File: config.mk
export PLATFORM = sky130hd
export DESIGN_NAME = pll40_period_meter
export DESIGN_NICKNAME = d
export VERILOG_FILES = /design/src/rtl/pll40_pkg.sv /design/src/rtl/pll40_period_meter.sv
export SDC_FILE = /design/constraint.sdc
export NUM_CORES = 1
export LEC_CHECK = 0
export ABC_AREA = 1
export CORE_ASPECT_RATIO = 1.25
export CORE_MARGIN = 2
export CORE_UTILIZATION = 30
export DETAILED_ROUTE_END_ITERATION = 10
export PLACE_DENSITY = 0.61
export SLEW_MARGIN = 20
export SYNTH_ARGS = -nofsm -noshare
export SYNTH_HDL_FRONTEND = slang
export SYNTH_SLANG_ARGS = --single-unit
File: constraint.sdc
create_clock -name clk -period 3.06 [get_ports clk]
set_clock_uncertainty 0.15 [all_clocks]
set_input_delay 0.306 -clock clk [delete_from_list [all_inputs] [get_ports clk]]
set_output_delay 0.306 -clock clk [all_outputs]
set_load 0.05 [all_outputs]
File: src/rtl/pll40_pkg.sv
// Shared constants, types and helpers for the pll40_core_model PLL40 behavioural model.
package pll40_pkg;

  localparam int DIVQ_MIN         = 1;
  localparam int DIVQ_MAX         = 6;
  localparam int DIVR_W           = 4;
  localparam int DIVF_W           = 7;
  localparam int FILTER_RANGE_W   = 3;
  localparam int FILTER_RANGE_MAX = (1 << FILTER_RANGE_W) - 1;

  localparam string FEEDBACK_SIMPLE = "SIMPLE";
  localparam string PLLOUT_GENCLK   = "GENCLK";

  typedef enum logic [1:0] {
    NCO_OFF,
    NCO_BYPASS,
    NCO_RUN,
    NCO_SAT
  } nco_mode_e;

  // Room for T = P * 2^DIVR_W * 2^DIVQ_MAX plus one increment.
  function automatic int acc_width(input int period_w);
    return period_w + 11;
  endfunction

endpackage

File: src/rtl/pll40_period_meter.sv
// Synchronizes the reference clock and measures its period in clk cycles,
// flagging each measurement as valid or saturated (bad).
module pll40_period_meter
  import pll40_pkg::*;
#(
  parameter int PERIOD_W = 16
) (
  input  logic                clk,
  input  logic                rst,
  input  logic                ref_in,
  output logic                ref_sync,
  output logic                meas_valid,
  output logic                meas_bad,
  output logic [PERIOD_W-1:0] p_new
);

  logic                sync1;
  logic                sync2;
  logic                sync3;
  logic                seen_edge;
  logic                ref_rise;
  logic                count_sat;
  logic [PERIOD_W-1:0] count;

  always_ff @(posedge clk) begin
    if (rst) begin
      sync1     <= 1'b0;
      sync2     <= 1'b0;
      sync3     <= 1'b0;
      seen_edge <= 1'b0;
      count     <= '0;
    end else begin
      sync1 <= ref_in;
      sync2 <= sync1;
      sync3 <= sync2;
      if (ref_rise) begin
        count     <= '0;
        seen_edge <= 1'b1;
      end else if (!count_sat) begin
        count <= count + PERIOD_W'(1);
      end
    end
  end

  // The first edge after reset only starts the counter; it has no prior edge to measure against.
  assign ref_rise   = sync2 & ~sync3;
  assign count_sat  = (count == '1);
  assign ref_sync   = sync2;
  assign meas_valid = ref_rise & seen_edge & ~count_sat;
  assign meas_bad   = ref_rise & seen_edge & count_sat;
  assign p_new      = count + PERIOD_W'(1);

endmodule

## Word-level counts from Yosys, hierarchy flattened

Cells that the tools add are included.

| storage, ports and cells | value |
|---|---|
| bits in registers | 20 |
| word-level logic and storage cells | 14 |
| output and inout port bits | 19 |

| operators by class | value |
|---|---|
| reductions and logical operators | 1 |
| equal/unequal tests | 1 |
| bitwise operators | 6 |
| add/subtract/negate cells | 1 |

Operators by type and width:

| kind | number |
|---|---|
| 16-bit by 1-bit adder with 16-bit output, second input constant | 1 |
| 16-bit == test, second input constant | 1 |
| 1-bit AND | 4 |
| 1-bit inverter | 2 |
| 2-bit OR reduction | 1 |

## Depth between registers and ports, before layout

Gate-level depths: netlist of the first run.

| depth | value |
|---|---|
| depth after elaboration | 4 |
| gate-level depth with buffers | 9 |

## Worst setup path before layout of the first run

Ideal clock, no wire load.

| path | value |
|---|---|
| path kind | flip-flop to output port |
| from | register sync2 (netlist: ref_sync) |
| to | output meas_valid |
| arrival | 2130 ps |
| slack | 474 ps |
| stages on the path, launching flop included | 5 |
| path buffers | 0 |
| cell sequence | dfxtp_1 inv_1 nor2_1 inv_1 nor3_1 |

| between the ends | value |
|---|---|
| longest elaborated chain between the ends | 3 |

RTL lines:

| item | RTL line | RTL |
|---|---|---|
| start: declaration | pll40_period_meter.sv:18 | `logic sync2;` |
| start signal: assignment | pll40_period_meter.sv:34 | `sync2 <= sync1;` |
| 1-bit AND | pll40_period_meter.sv:46 | `assign ref_rise = sync2 & ~sync3;` |
| 1-bit AND (2 in a row) | pll40_period_meter.sv:49 | `assign meas_valid = ref_rise & seen_edge & ~count_sat;` |
| end: declaration | pll40_period_meter.sv:12 | `output logic meas_valid,` |

No other way between the ends.

## Final worst setup path of the first run

| path | value |
|---|---|
| from | register count[0] |
| to | output p_new[8] |

| between the ends | value |
|---|---|
| longest elaborated chain between the ends | 1 |

RTL lines:

| item | RTL line | RTL |
|---|---|---|
| start: declaration | pll40_period_meter.sv:23 | `logic [PERIOD_W-1:0] count;` |
| start signal: assignment | pll40_period_meter.sv:40 | `count <= count + PERIOD_W'(1);` |
| 16-bit by 1-bit adder with 16-bit output | pll40_period_meter.sv:51 | `assign p_new = count + PERIOD_W'(1);` |
| end: declaration | pll40_period_meter.sv:14 | `output logic [PERIOD_W-1:0] p_new` |

No other way between the ends.

==> reports/metrics.csv, run 1 <==
stage,metric,value,unit
layout,final_cell_count_no_fill,224,
floorplanning,start_util,31.4,%
detailed_routing,wire_per_inst,10.8,µm
synth,post-synth-top-count-cell,nand2_1,
timing,rsz0062_at_grt,no,
synth,async_reset_ff_share,0,%
global_routing,grt.total_usage,12.7,%
placement,gp_congestion,0.813,
timing,finalSetupViolations,0,
timing,worst_slack,0.362,ns
floorplanning,die_area,4180,µm²
setup_path,required,2.60,ns
detailed_routing,vias,1005,
placement,dp.cells,220,
setup_path,r2r_cells,7,
clock_tree,cts-htree-levels,1,
setup_path,path_cells,ha_1 > nand2_1 > nor2_4 > nand2_1 > xor2_1 > inv_1 > clkdlybuf4s50_1,
floorplanning,ioPinCount,22,
synth,synth_edf_count,0,
run,cap_viol_max_count,0,
clock_tree,clock_latency,0.25,ns
setup_path,ff2ff_setup_slack,1.35,ns
synth,synth_fp_nets,164,
clock_tree,cts_tree,done,
floorplanning,die_h,71.8,µm
timing,worst_pin_slew,0.495,ns
timing,period_share,88.2,%
synth,synth_flop_cell,dfxtp_1,
setup_path,cp_max_fo,5,
layout,area_growth,28.1,%
synth,synth-seq-cells,20,
synth,yosys-top-cells-count,"42 x nand2_1, 28 x inv_1, 25 x nor2_1, 20 x dfxtp_1, 9 x nand3_1",
power,max-vdd-ir-drop,263,µV
timing,maxSlewHeadroom,66.9,%
clock_tree,clock-sinks,20,
detailed_routing,vias_per_cell,4.49,
synth,synth_area,1100,µm²
clock_tree,cts.path.max_buffers,2,
clock_tree,clkTransAtPathRegs,0.07,ns
setup_path,worstPathArrival,2.24,ns
run_status,status,"finished, final reports clean",
floorplanning,core,3510,µm²
clock_tree,post_cts_buffers,0,
floorplanning,die_width,58.2,µm
layout,n_antenna_cell,0,
global_routing,antenna_found_initial,0,
timing,slew_viol_final,0,
timing,fmax,371,MHz
layout,nNetsFinal,190,
detailed_routing,dr.pass1.iters,5,
global_routing,grt_pass1_wl,4.13,mm
global_routing,grt_max_degree,14,
synth,syn_inst,160,
synth,synth_top_area_cell,dfxtp_1,
setup_path,worstSetupPathType,reg -> out,
synth,ys_seq_area_share,36.3,%
placement,place_ws,0.624,ns
power,powerDensity,370,nW/µm²
clock_tree,post_cts_resized,0,
timing,hold_viol_final,0,
timing,finalSetupTns,0,ns
setup_path,crit_top_cell,nand2_1,
placement,dp_hpwl,1.92,mm
detailed_routing,drt_iter0_drc,24,
clock_tree,hold_buffers,0,
global_routing,gr-total-overflow,0,
synth,yosys.cell_types.count,22,
synth,synth_warnings,0,
floorplanning,rows,24,
detailed_routing,remaining_drc_errors,0,
detailed_routing,routed_wl,2.41,mm
synth,synthTopCellsByArea,"dfxtp_1 36%, nand2_1 14%, inv_1 9.5%, nor2_1 8.5%, nor2_4 6.1%",
setup_path,max_stage_delay,0.79,ns
layout,drive_gt1_share,9.73,%
timing,period_minus_slack,2.70,ns
layout,fillers,379,
setup_path,end_kind,output port,
placement,portBuffers,21,
detailed_routing,antenna_left,0,
synth,synthDominantCellAreaShare,36.3,%
timing,whs,0.252,ns
min_path,hp-class,reg -> reg,
synth,syn_avg_cell_area,6.89,µm²
clock_tree,root_buffer,clkbuf_8,
global_routing,first_global_vias,923,
clock_tree,numCtsBuffers,3,
power,leakage,0.648,nW
min_path,hold_depth,2,
setup_path,startpoint_type,flop,
setup_path,cp_slowest_cell,clkdlybuf4s50_1,
[metrics by stage]
step / instance area, µm² / util (%) / total power, mW
3_5_place_dp: 1360 / 38.6 / 0.328
3_3_place_gp: 1360 / 38.6 / 0.328
6_report: 1410 / 40.2 / 0.523
2_1_floorplan: 1100 / - / 0.311
5_1_grt: 1410 / 40.2 / 0.541
4_1_cts: 1410 / 40.2 / 0.529
[worst max-delay path, delay by kind of cell, from the launching register on]
kind          cells  cell delay (ns)
xor+xnor          1             0.16
fa+ha+maj         1             0.21
simple gates      3             0.38
buf+inv           2             0.84
flops             1             0.39
[per-layer routing]
| layer | part of all wire, % | wire length [µm] | track usage (%) | vias to the layer above |
|---|---|---|---|---|
| met4 | 0.70 | 17 | 4.65 | 0 |
| met5 | 0 | 0 | 0 | - |
| met2 | 53 | 1270 | 22.5 | 15 |
| li1 | - | - | - | 538 |
| met1 | 44 | 1060 | 15.5 | 450 |
| met3 | 2.9 | 70 | 1.81 | 2 |
[cells in the final DEF, fill, tap and decap left out]
cell type and instances:
xor2_1 5, clkdlybuf4s50_1 21, o21ai_1 2, nor3_1 1, nand3_2 3, ha_1 1
nand3b_1 1, nand4_4 1, clkbuf_8 4, buf_4 1, or2_2 1, nor3_2 1
nor2_4 6, nand4_1 3, nand2_1 42, nor2_2 1, dfxtp_1 20, nor2_1 25
xnor2_1 1, a31oi_1 1, nand3_1 9, a21oi_1 5, inv_1 28, o21ai_0 2
[final timing paths]
path                   end  startpoint
setup / recovery  p_new[8]    count[0]
hold / removal    ref_sync       sync1
setup reg to reg  count[1]    count[0]
hold reg to reg   ref_sync       sync1
[cell families (layout without fill, tap and decap cells)]
logic type,Yosys count,in the layout,share of synthesized area (%)
AND/OR/NAND/NOR,94,94,42.6
buffers and inverters,29,54,10.6
flip-flops,20,20,36.3
AO/OA/AOI/OAI,10,10,4.65
XOR/XNOR,6,6,4.77
adder cells (fa/ha/maj),1,1,1.13
[where the power goes]
group | internal (mW) | leakage, nW | switching (mW)
clock | 0.114 | 0.0288 | 0.0867
combinational | 0.0173 | 0.457 | 0.0348
sequential | 0.266 | 0.162 | 0.00412
total | 0.397 | 0.648 | 0.126
[final cells by class]
type	count	area [µm²]	share of cell area, %
inverter	28	105	7.44
tap	39	48.8	3.45
clock buffer	4	55.1	3.90
multi-input combinational	111	586	41.5
sequential	20	400	28.3
timing repair buffer	22	218	15.4
[registers in the layout (all words and copies together) (netlist names)]
signal	count
count	16
ref_sync	1
seen_edge	1
sync1	1
sync3	1
No activity file was read; power rests on OpenSTA's default activity.
==> run 2, diff against run 1 <==
- CAP_MARGIN: default -> 20
==> results of run 2 <==
No change in the layout: final DEF, timing and power equal those of run 1.
==> run 3, diff against run 2 <==
- CORE_MARGIN: 2 -> default
- SKIP_LAST_GASP: default -> 1
==> run 3 against run 2 <==
Net effect:
- highest routed layer unchanged
- first-iteration DRC count rose by 21%
- final cell count fell by 0.45%
- critical endpoint unchanged
- register-to-register slack barely moved
- non-clock buffer count did not move
- maximum frequency barely moved
- combinational power barely moved
==> reports/metrics.csv, run 3 (synthesis results as in run 1) <==
stage,metric,value,unit,change
run_status,status,"finished, final reports clean",,unchanged
run,cap_viol_max_count,0,,unchanged
clock_tree,clock-sinks,20,,unchanged
detailed_routing,drt_iter0_drc,29,,was 24
clock_tree,post_cts_buffers,0,,unchanged
detailed_routing,vias_per_cell,4.60,,was 4.49
timing,worst_pin_slew,0.494,ns,was 0.495 ns
clock_tree,clkTransAtPathRegs,0.07,ns,about the same
setup_path,cp_slowest_cell,clkdlybuf4s50_1,,unchanged
clock_tree,root_buffer,clkbuf_8,,unchanged
clock_tree,numCtsBuffers,3,,unchanged
detailed_routing,vias,1025,,was 1005
clock_tree,cts-htree-levels,1,,unchanged
clock_tree,post_cts_resized,0,,unchanged
floorplanning,rows,24,,unchanged
layout,largest_register,count,,unchanged
timing,fmax,371,MHz,about the same
floorplanning,die_area,3920,µm²,was 4180 µm²
layout,nNetsFinal,190,,unchanged
clock_tree,hold_buffers,0,,unchanged
detailed_routing,wire_per_inst,10.5,µm,was 10.8 µm
global_routing,gr-total-overflow,0,,unchanged
clock_tree,cts_tree,done,,unchanged
power,powerDensity,353,nW/µm²,was 370 nW/µm²
global_routing,first_global_vias,949,,was 923
global_routing,antenna_found_initial,0,,unchanged
clock_tree,clock_latency,0.26,ns,was 0.25 ns
setup_path,crit_top_cell,nand2_1,,unchanged
layout,final_common_cell,nand2_1,,unchanged
setup_path,crit_buf_inv,2,,unchanged
timing,finalSetupViolations,0,,unchanged
clock_tree,cts.path.max_buffers,2,,unchanged
floorplanning,ioPinCount,22,,unchanged
setup_path,startpoint_type,flop,,unchanged
detailed_routing,dr.pass1.iters,4,,was 5
layout,area_growth,26.9,%,was 28.1%
placement,dp_hpwl,1.81,mm,was 1.92 mm
floorplanning,die_width,56.2,µm,was 58.2 µm
floorplanning,core,3510,µm²,unchanged
layout,drive_gt1_share,9.24,%,was 9.73%
floorplanning,die_h,69.8,µm,was 71.8 µm
detailed_routing,remaining_drc_errors,0,,unchanged
global_routing,grt_max_degree,14,,unchanged
setup_path,path_delay_family,buffers and inverters,,unchanged
detailed_routing,antenna_left,0,,unchanged
timing,maxSlewHeadroom,67.0,%,was 66.9%
power,finalPower,494,µW,was 523 µW
setup_path,cp_max_fo,5,,unchanged
timing,period_minus_slack,2.70,ns,about the same
timing,hold_viol_final,0,,unchanged
placement,gp_congestion,0.804,,was 0.813
timing,finalSetupTns,0,ns,unchanged
setup_path,max_stage_delay,0.79,ns,about the same
timing,rsz0062_at_grt,no,,unchanged
setup_path,end_kind,output port,,unchanged
timing,period_share,88.1,%,was 88.2%
layout,largest_register_ffs,16,,unchanged
setup_path,worstSetupPathType,reg -> out,,unchanged
setup_path,path_cells,ha_1 > nand2_1 > nor2_4 > nand2_1 > xor2_1 > inv_1 > clkdlybuf4s50_1,,unchanged
detailed_routing,routed_wl,2.33,mm,was 2.41 mm
timing,slew_viol_final,0,,unchanged
layout,final_cell_mix,"42 x nand2_1, 28 x inv_1, 25 x nor2_1",,unchanged
timing,whs,0.255,ns,was 0.252 ns
min_path,hp-class,reg -> reg,,unchanged
global_routing,grt_pass1_wl,4.02,mm,was 4.13 mm
setup_path,worstPathArrival,2.24,ns,about the same
power,max-vdd-ir-drop,313,µV,was 263 µV
layout,n_antenna_cell,0,,unchanged
floorplanning,start_util,31.4,%,unchanged
global_routing,grt.total_usage,12.9,%,was 12.7%
placement,portBuffers,21,,unchanged
power,leakage,0.641,nW,was 0.648 nW
setup_path,required,2.60,ns,about the same
run 3: worst min-delay path: stages (launching register included):
cell	delay (ns)
dfxtp_1	0.30
inv_1	0.04
nor2_1	0.03
run 3: final cells by class:
| class | instances | area, µm² |
|---|---|---|
| clock buffers | 3 | 41.3 |
| multi-input cells | 111 | 586 |
| fillers | 382 | 2110 |
| well taps | 39 | 48.8 |
| inverters | 28 | 105 |
| flip-flops and latches | 20 | 400 |
| repair buffers | 22 | 218 |
run 3: report_power, final:
part,switching (mW),total (mW),internal (mW)
clock,0.0845,0.172,0.0876
sequential,0.00412,0.270,0.266
combinational,0.0347,0.0521,0.0174
total,0.123,0.494,0.371
run 3: worst paths after layout:
kind	startpoint	endpoint	slack [ns]	cells after the start
max	count[0]	p_new[8]	0.36	7
min	sync1	ref_sync	0.26	2
max reg2reg	count[0]	count[1]	1.35	7
min reg2reg	sync1	ref_sync	0.26	2
run 3: per-layer routing:
metal  vias to the layer above  wire length (µm)  global-route usage [%]  part of all wire, %
li1                        546                 -                       -                    -
met1                       453              1090                    15.7                   47
met4                         0                46                    5.69                  2.0
met5                         -                 0                       0                    0
met2                        20              1120                    22.1                   48
met3                         6                74                    1.87                  3.2
run 3: per-stage QoR:
stage / area, µm² / instances / setup slack, ns / utilization [%]
floorplan: 1100 / 160 / 0.474 / -
global placement: 1360 / 220 / 0.656 / 38.6
detailed placement: 1360 / 220 / 0.620 / 38.6
CTS: 1400 / 223 / 0.335 / 39.8
global route: 1400 / 223 / 0.222 / 39.8
finish: 1400 / 223 / 0.364 / 39.8
